### config.mk
export PLATFORM = sky130hd
export DESIGN_NAME = picorv32_pcpi_share_arb
export DESIGN_NICKNAME = d
export VERILOG_FILES = /design/src/rtl/picorv32_pcpi_share_arb.sv
export SDC_FILE = /design/constraint.sdc
export NUM_CORES = 1
export LEC_CHECK = 0
export BUFFER_PORTS_ARGS = -buffer_cell sky130_fd_sc_hd__clkbuf_2
export CORE_AREA = 2 2 152 154
export DETAILED_ROUTE_END_ITERATION = 16
export DIE_AREA = 0 0 154 156
export RECOVER_POWER = 25
export SKIP_LAST_GASP = 1
export SLEW_MARGIN = 20
export SYNTH_ARGS = -nofsm -noshare
export SYNTH_HDL_FRONTEND = slang
export SYNTH_SLANG_ARGS = --single-unit
### constraint.sdc
create_clock -name clk -period 1.7 [get_ports clk]
set_input_delay 0.085 -clock clk [delete_from_list [all_inputs] [get_ports clk]]
set_output_delay 0.085 -clock clk [all_outputs]
set_load 0.05 [all_outputs]
### src/rtl/picorv32_pcpi_share_arb.sv
// Two-to-one PCPI arbiter in front of a single shared coprocessor.
// Only MUL/DIV-group instructions are forwarded. A round-robin pointer breaks
// ties. The losing requester is held off with wait, and the winner receives a
// one-cycle ready pulse carrying the coprocessor result.
module picorv32_pcpi_share_arb #(
  parameter logic [31:0] MATCH_MASK     = 32'hfe00007f,
  parameter logic [31:0] MATCH_VALUE    = 32'h02000033,
  parameter int unsigned TIMEOUT_CYCLES = 32
) (
  input  logic        clk,
  input  logic        resetn,
  input  logic        req0_valid,
  input  logic [31:0] req0_insn,
  input  logic [31:0] req0_rs1,
  input  logic [31:0] req0_rs2,
  output logic        req0_wr,
  output logic [31:0] req0_rd,
  output logic        req0_wait,
  output logic        req0_ready,
  input  logic        req1_valid,
  input  logic [31:0] req1_insn,
  input  logic [31:0] req1_rs1,
  input  logic [31:0] req1_rs2,
  output logic        req1_wr,
  output logic [31:0] req1_rd,
  output logic        req1_wait,
  output logic        req1_ready,
  output logic        co_valid,
  output logic [31:0] co_insn,
  output logic [31:0] co_rs1,
  output logic [31:0] co_rs2,
  input  logic        co_wr,
  input  logic [31:0] co_rd,
  input  logic        co_wait,
  input  logic        co_ready
);

  // state | meaning
  // IDLE  | no op in flight; pick a winner among eligible requesters
  // BUSY  | operands presented to the coprocessor, waiting for co_ready
  // RESP  | one-cycle ready pulse to the granted requester
  // FLUSH | granted requester aborted; drain the coprocessor and discard the result
  typedef enum logic [1:0] {ST_IDLE, ST_BUSY, ST_RESP, ST_FLUSH} state_t;

  // Timeout is a down-counter reloaded with TIMEOUT_CYCLES-1. Reaching zero
  // while co_wait is low releases the slot.
  localparam int unsigned TMR_W = $clog2(TIMEOUT_CYCLES);
  localparam logic [TMR_W-1:0] TMR_LOAD = TMR_W'(TIMEOUT_CYCLES - 1);
  localparam logic [TMR_W-1:0] TMR_ONE  = TMR_W'(1);

  state_t           state;
  logic             grant;
  logic             prio;
  logic [TMR_W-1:0] tmr;
  logic             elig0;
  logic             elig1;
  logic             win;
  logic             grant_valid;

  assign elig0       = req0_valid && ((req0_insn & MATCH_MASK) == MATCH_VALUE);
  assign elig1       = req1_valid && ((req1_insn & MATCH_MASK) == MATCH_VALUE);
  assign win         = (elig0 && elig1) ? prio : elig1;
  assign grant_valid = grant ? req1_valid : req0_valid;

  // Hold-off: every eligible requester waits except the one being answered.
  // The wait is gated by resetn so that all outputs stay quiet while reset is held.
  assign req0_wait = resetn && elig0 && !(state == ST_RESP && !grant);
  assign req1_wait = resetn && elig1 && !(state == ST_RESP &&  grant);

  // Arbitration FSM with registered coprocessor and response outputs
  always_ff @(posedge clk or negedge resetn) begin
    if (!resetn) begin
      state      <= ST_IDLE;
      grant      <= 1'b0;
      prio       <= 1'b0;
      tmr        <= '0;
      co_valid   <= 1'b0;
      co_insn    <= '0;
      co_rs1     <= '0;
      co_rs2     <= '0;
      req0_ready <= 1'b0;
      req0_wr    <= 1'b0;
      req0_rd    <= '0;
      req1_ready <= 1'b0;
      req1_wr    <= 1'b0;
      req1_rd    <= '0;
    end else begin
      req0_ready <= 1'b0;
      req0_wr    <= 1'b0;
      req0_rd    <= '0;
      req1_ready <= 1'b0;
      req1_wr    <= 1'b0;
      req1_rd    <= '0;
      case (state)
        ST_IDLE: begin
          if (elig0 || elig1) begin
            state    <= ST_BUSY;
            grant    <= win;
            co_valid <= 1'b1;
            co_insn  <= win ? req1_insn : req0_insn;
            co_rs1   <= win ? req1_rs1  : req0_rs1;
            co_rs2   <= win ? req1_rs2  : req0_rs2;
            tmr      <= TMR_LOAD;
          end
        end
        ST_BUSY: begin
          if (co_ready) begin
            state    <= ST_RESP;
            co_valid <= 1'b0;
            if (grant) begin
              req1_ready <= 1'b1;
              req1_wr    <= co_wr;
              req1_rd    <= co_rd;
            end else begin
              req0_ready <= 1'b1;
              req0_wr    <= co_wr;
              req0_rd    <= co_rd;
            end
          end else if (!grant_valid) begin
            state    <= ST_FLUSH;
            co_valid <= 1'b0;
            tmr      <= TMR_LOAD;
          end else if (co_wait) begin
            tmr <= TMR_LOAD;
          end else if (tmr == '0) begin
            state    <= ST_IDLE;
            co_valid <= 1'b0;
          end else begin
            tmr <= tmr - TMR_ONE;
          end
        end
        ST_RESP: begin
          prio  <= ~grant;
          state <= ST_IDLE;
        end
        ST_FLUSH: begin
          if (co_ready || (!co_wait && tmr == '0)) begin
            prio  <= ~grant;
            state <= ST_IDLE;
          end else if (co_wait) begin
            tmr <= TMR_LOAD;
          end else begin
            tmr <= tmr - TMR_ONE;
          end
        end
        default: begin
          state    <= ST_IDLE;
          co_valid <= 1'b0;
        end
      endcase
    end
  end

endmodule

==> summary.md <==
| Metric | Value |
|---|---|
| CTS clk-pin slew, worst paths | `80 ps` |
| Yosys top cell by area | `dfrtp_1` |
| DIE HEIGHT | `156 um` |
| EDFF count, synth | `0` |
| Share of the synthesized area in the top cell type | `62.2%` |
| Maximum fanout along the worst path | `4` |
| Hold depth | `3` |
| Die area | `0.0240 mm2` |
| Final Non-Filler Cells | `1509` |
| Fin crit share | `between 90 and 100%` |
| # rows | `between 50 and 60` |
| Register area | `about 0.0044 mm2` |
| Synth async-reset ratio | `100%` |
| CP endpoint | `tmr[4]` |
| R2R cell count | `6` |
| Pleak | `around 7 nW` |
| Status | `finished with violations` |
| Largest net degree at the start of global routing | `105` |
| Syn Area/Cell | `11.7 um2` |
| Worst Hold Class | `input pin to flop` |
| Power density cells | `759 mW/mm2` |
| Reg2Reg Setup Slack | `120 ps` |
| Final HPWL DP | `16.3 mm` |
| Residual DRC | `0` |
| Vias in the first global route | `7369` |
| Total gr overflow | `0` |
| Iter 0 DRT Violations | `338` |
| Worst slew pin tran | `between 900 and 1000 ps` |
| Ys Warns | `0` |
| Failing checks | `negative hold slack` |
| Fill cell count | `1910` |
| Worst path bufs/invs | `1` |
| Worst setup EP type | `flop` |
| Setup slack after layout | `116 ps` |
| Final Hold Viols | `1` |
| Top post-synthesis cells by area | `dfrtp_1 62%, mux2i_1 12%, a21oi_1 6.0%` |
| Nets | `about 1400` |
| Detailed Routing Iterations Pass 1 | `4` |
| Port Buffers | `397` |
| IO Count | `398` |
| TritonCTS clock tree | `done` |
| Initial antenna violation count | `1` |
| CTS Root Cell | `clkbuf_16` |
| Worst path slowest cell | `dfrtp_1` |
| Worst r2r dst | `tmr[4]` |
| Placed Instances | `1287` |
| Final core occ | `54.6%` |
| Reg2reg start | `grant` |
| DR vias | `a little under 7000` |
| H-tree levels | `4` |
| Core box area | `0.0224 mm2` |
| Initial core utilization | `31.3%` |
| Net count after synthesis | `approximately 830` |
| Critical path depth in cells | `6` |
| DIE WIDTH | `154 um` |
| All-Layer GR Usage | `20.0%` |
| First-pass GRT wire length | `37.5 mm` |
| Final setup viols | `0` |
| Post-Syn Area | `between 0.007 and 0.008 mm2` |
| Synth cell count leaders | `174 x dfrtp_1, 87 x nor2_1, 85 x mux2i_1` |
| Multi-input logic area | `0.00245 mm2` |
| Drt wl/cell | `~16 um` |
| Routed Antenna Nets | `0` |
| Worst relative slew slack | `34.1%` |
| Max VDD drop | `0.000535 V` |
| Crit path from | `grant` |
| MaxCap Viol Count | `0` |
| Synth Register Bits | `174` |
| Via/cell ratio | `4.52` |
| Number of distinct library cells after synthesis | `35` |
| Skew final | `14.0 ps` |
| Num CTS Buffers | `17` |
| Max clock buf depth | `2` |
| Worst Hold Margin | `-6.45 ps` |
| Cells after Synth | `around 600` |
| Fmax | `roughly 0.63 GHz` |
| Clock latency on the worst-skew pair | `roughly 420 ps` |
| Clock Sinks | `174` |
| Data arrival time of the worst path | `between 1500 and 2000 ps` |
| Setup TNS | `0 ps` |
| Post-CTS Setup Bufs | `0` |
| CP cell instances | `mux2i_2, a211o_1, buf_4, a211oi_2, a41oi_1, o21a_1` |
| Layout cells sized above 1 | `39.8%` |
| Place WS | `-171 ps` |
| Synth Flop Type | `dfrtp_1` |
| CP max stage delay | `400 ps` |
| Final GP Congestion | `between 0.7 and 0.8` |
| Crit Path Class | `flop to flop` |
| CP top delay family | `compound AO/OA/AOI/OAI gates` |
| Sequential share of the synthesized area | `between 60% and 70%` |
| Area delta synth->final | `74.3%` |
| Tot Pwr | `9.26 mW` |
| Final wirelength | `24.2 mm` |
| Max-slew violations | `0` |
| Crit path launch type | `flop` |
| Worst Path Required | `2020 ps` |
| Count leader, synth | `dfrtp_1` |
| Tmin final | `~1600 ps` |
## where the power goes
| part | internal (mW) | switching [mW] | total (mW) |
|---|---|---|---|
| clock | 2.29 | 1.94 | 4.23 |
| combinational | 0.530 | 0.345 | 0.876 |
| sequential | 4.15 | 0.00686 | 4.15 |
| total | 6.97 | 2.29 | 9.26 |
## cell usage in the layout, fill, tap and decap left out, drive strengths merged, types with 3 or more instances in the layout
cell type | Yosys | routed
and2 | 66 | 66
mux2i | 85 | 85
a21oi | 84 | 84
nor2 | 87 | 87
o21a | 4 | 4
nand2 | 4 | 4
nor4b | 4 | 4
and3 | 3 | 3
nor3 | 5 | 5
nor2b | 9 | 9
dfrtp | 174 | 174
dlygate4sd3 | 0 | 187
or2 | 6 | 6
diode | 0 | 3
a211oi | 3 | 3
inv | 6 | 13
o21ai | 5 | 5
clkinv | 0 | 6
and4 | 3 | 3
buf | 26 | 44
clkbuf | 12 | 414
## worst min path at each step
stage | startpoint | end | slack (ps)
final | req0_rs1[4] | co_rs1[4] | -6
after global routing | req0_rs2[26] | co_rs2[26] | 20
after CTS | req1_rs1[26] | co_rs1[26] | 1
after detailed placement | resetn | state[0] | 160
after global placement | resetn | state[0] | 170
after floorplan | resetn | co_insn[0] | -210
## worst min-delay path: stages
cell,delay [ps]
clkbuf_2,90
mux2i_1,120
a21oi_1,80
## routing by layer
metal / GRT usage [%] / routed length [um] / vias up
li1: - / - / 3242
met1: 22.4 / 9230 / 3169
met2: 34.7 / 12000 / 342
met3: 6.06 / 2040 / 69
met4: 9.75 / 857 / 0
met5: 0 / 0 / -
## sequential cells by signal, summed over array words and instances (netlist names), 2 cells and up
signal,count
co_rs1,32
req0_rd,32
state,2
req1_rd,32
co_insn,32
tmr,5
co_rs2,32
## layout make-up
cell class                      instances  share of cell area [%]
Multi-Input combinational cell        381                    20.1
Tap cell                              285                    2.92
Timing Repair Buffer                  628                    35.7
Inverter                                6                   0.185
Antenna cell                            3                  0.0615
Sequential cell                       174                    35.7
Clock inverter                         15                    1.81
Clock buffer                           17                    3.49
## metrics by stage
| stage | hold WS, ps | area, um2 |
|---|---|---|
| 3_3_place_gp | 171 | 9680 |
| 3_5_place_dp | 164 | 9680 |
| 6_report | -6.45 | 12200 |
| 4_1_cts | 1.37 | 12200 |
| 2_1_floorplan | -211 | 7000 |
| 5_1_grt | 18.4 | 12200 |
## repair_timing
action	in CTS	in global routing
resized for setup	0	4
hold buffers	187	0
endpoints found under the hold margin	318	0
setup endpoints to repair	0	5
## cell families after synthesis
group | after synthesis | synth area share (%)
multiplexers | 85 | 12.1
adder cells (fa/ha/maj) | 2 | 0.357
flip-flops | 174 | 62.2
AND/OR/NAND/NOR | 190 | 14.0
buffers and inverters | 44 | 3.25
AO/OA/AOI/OAI | 104 | 8.09
No activity file was read; power rests on OpenSTA's default activity.
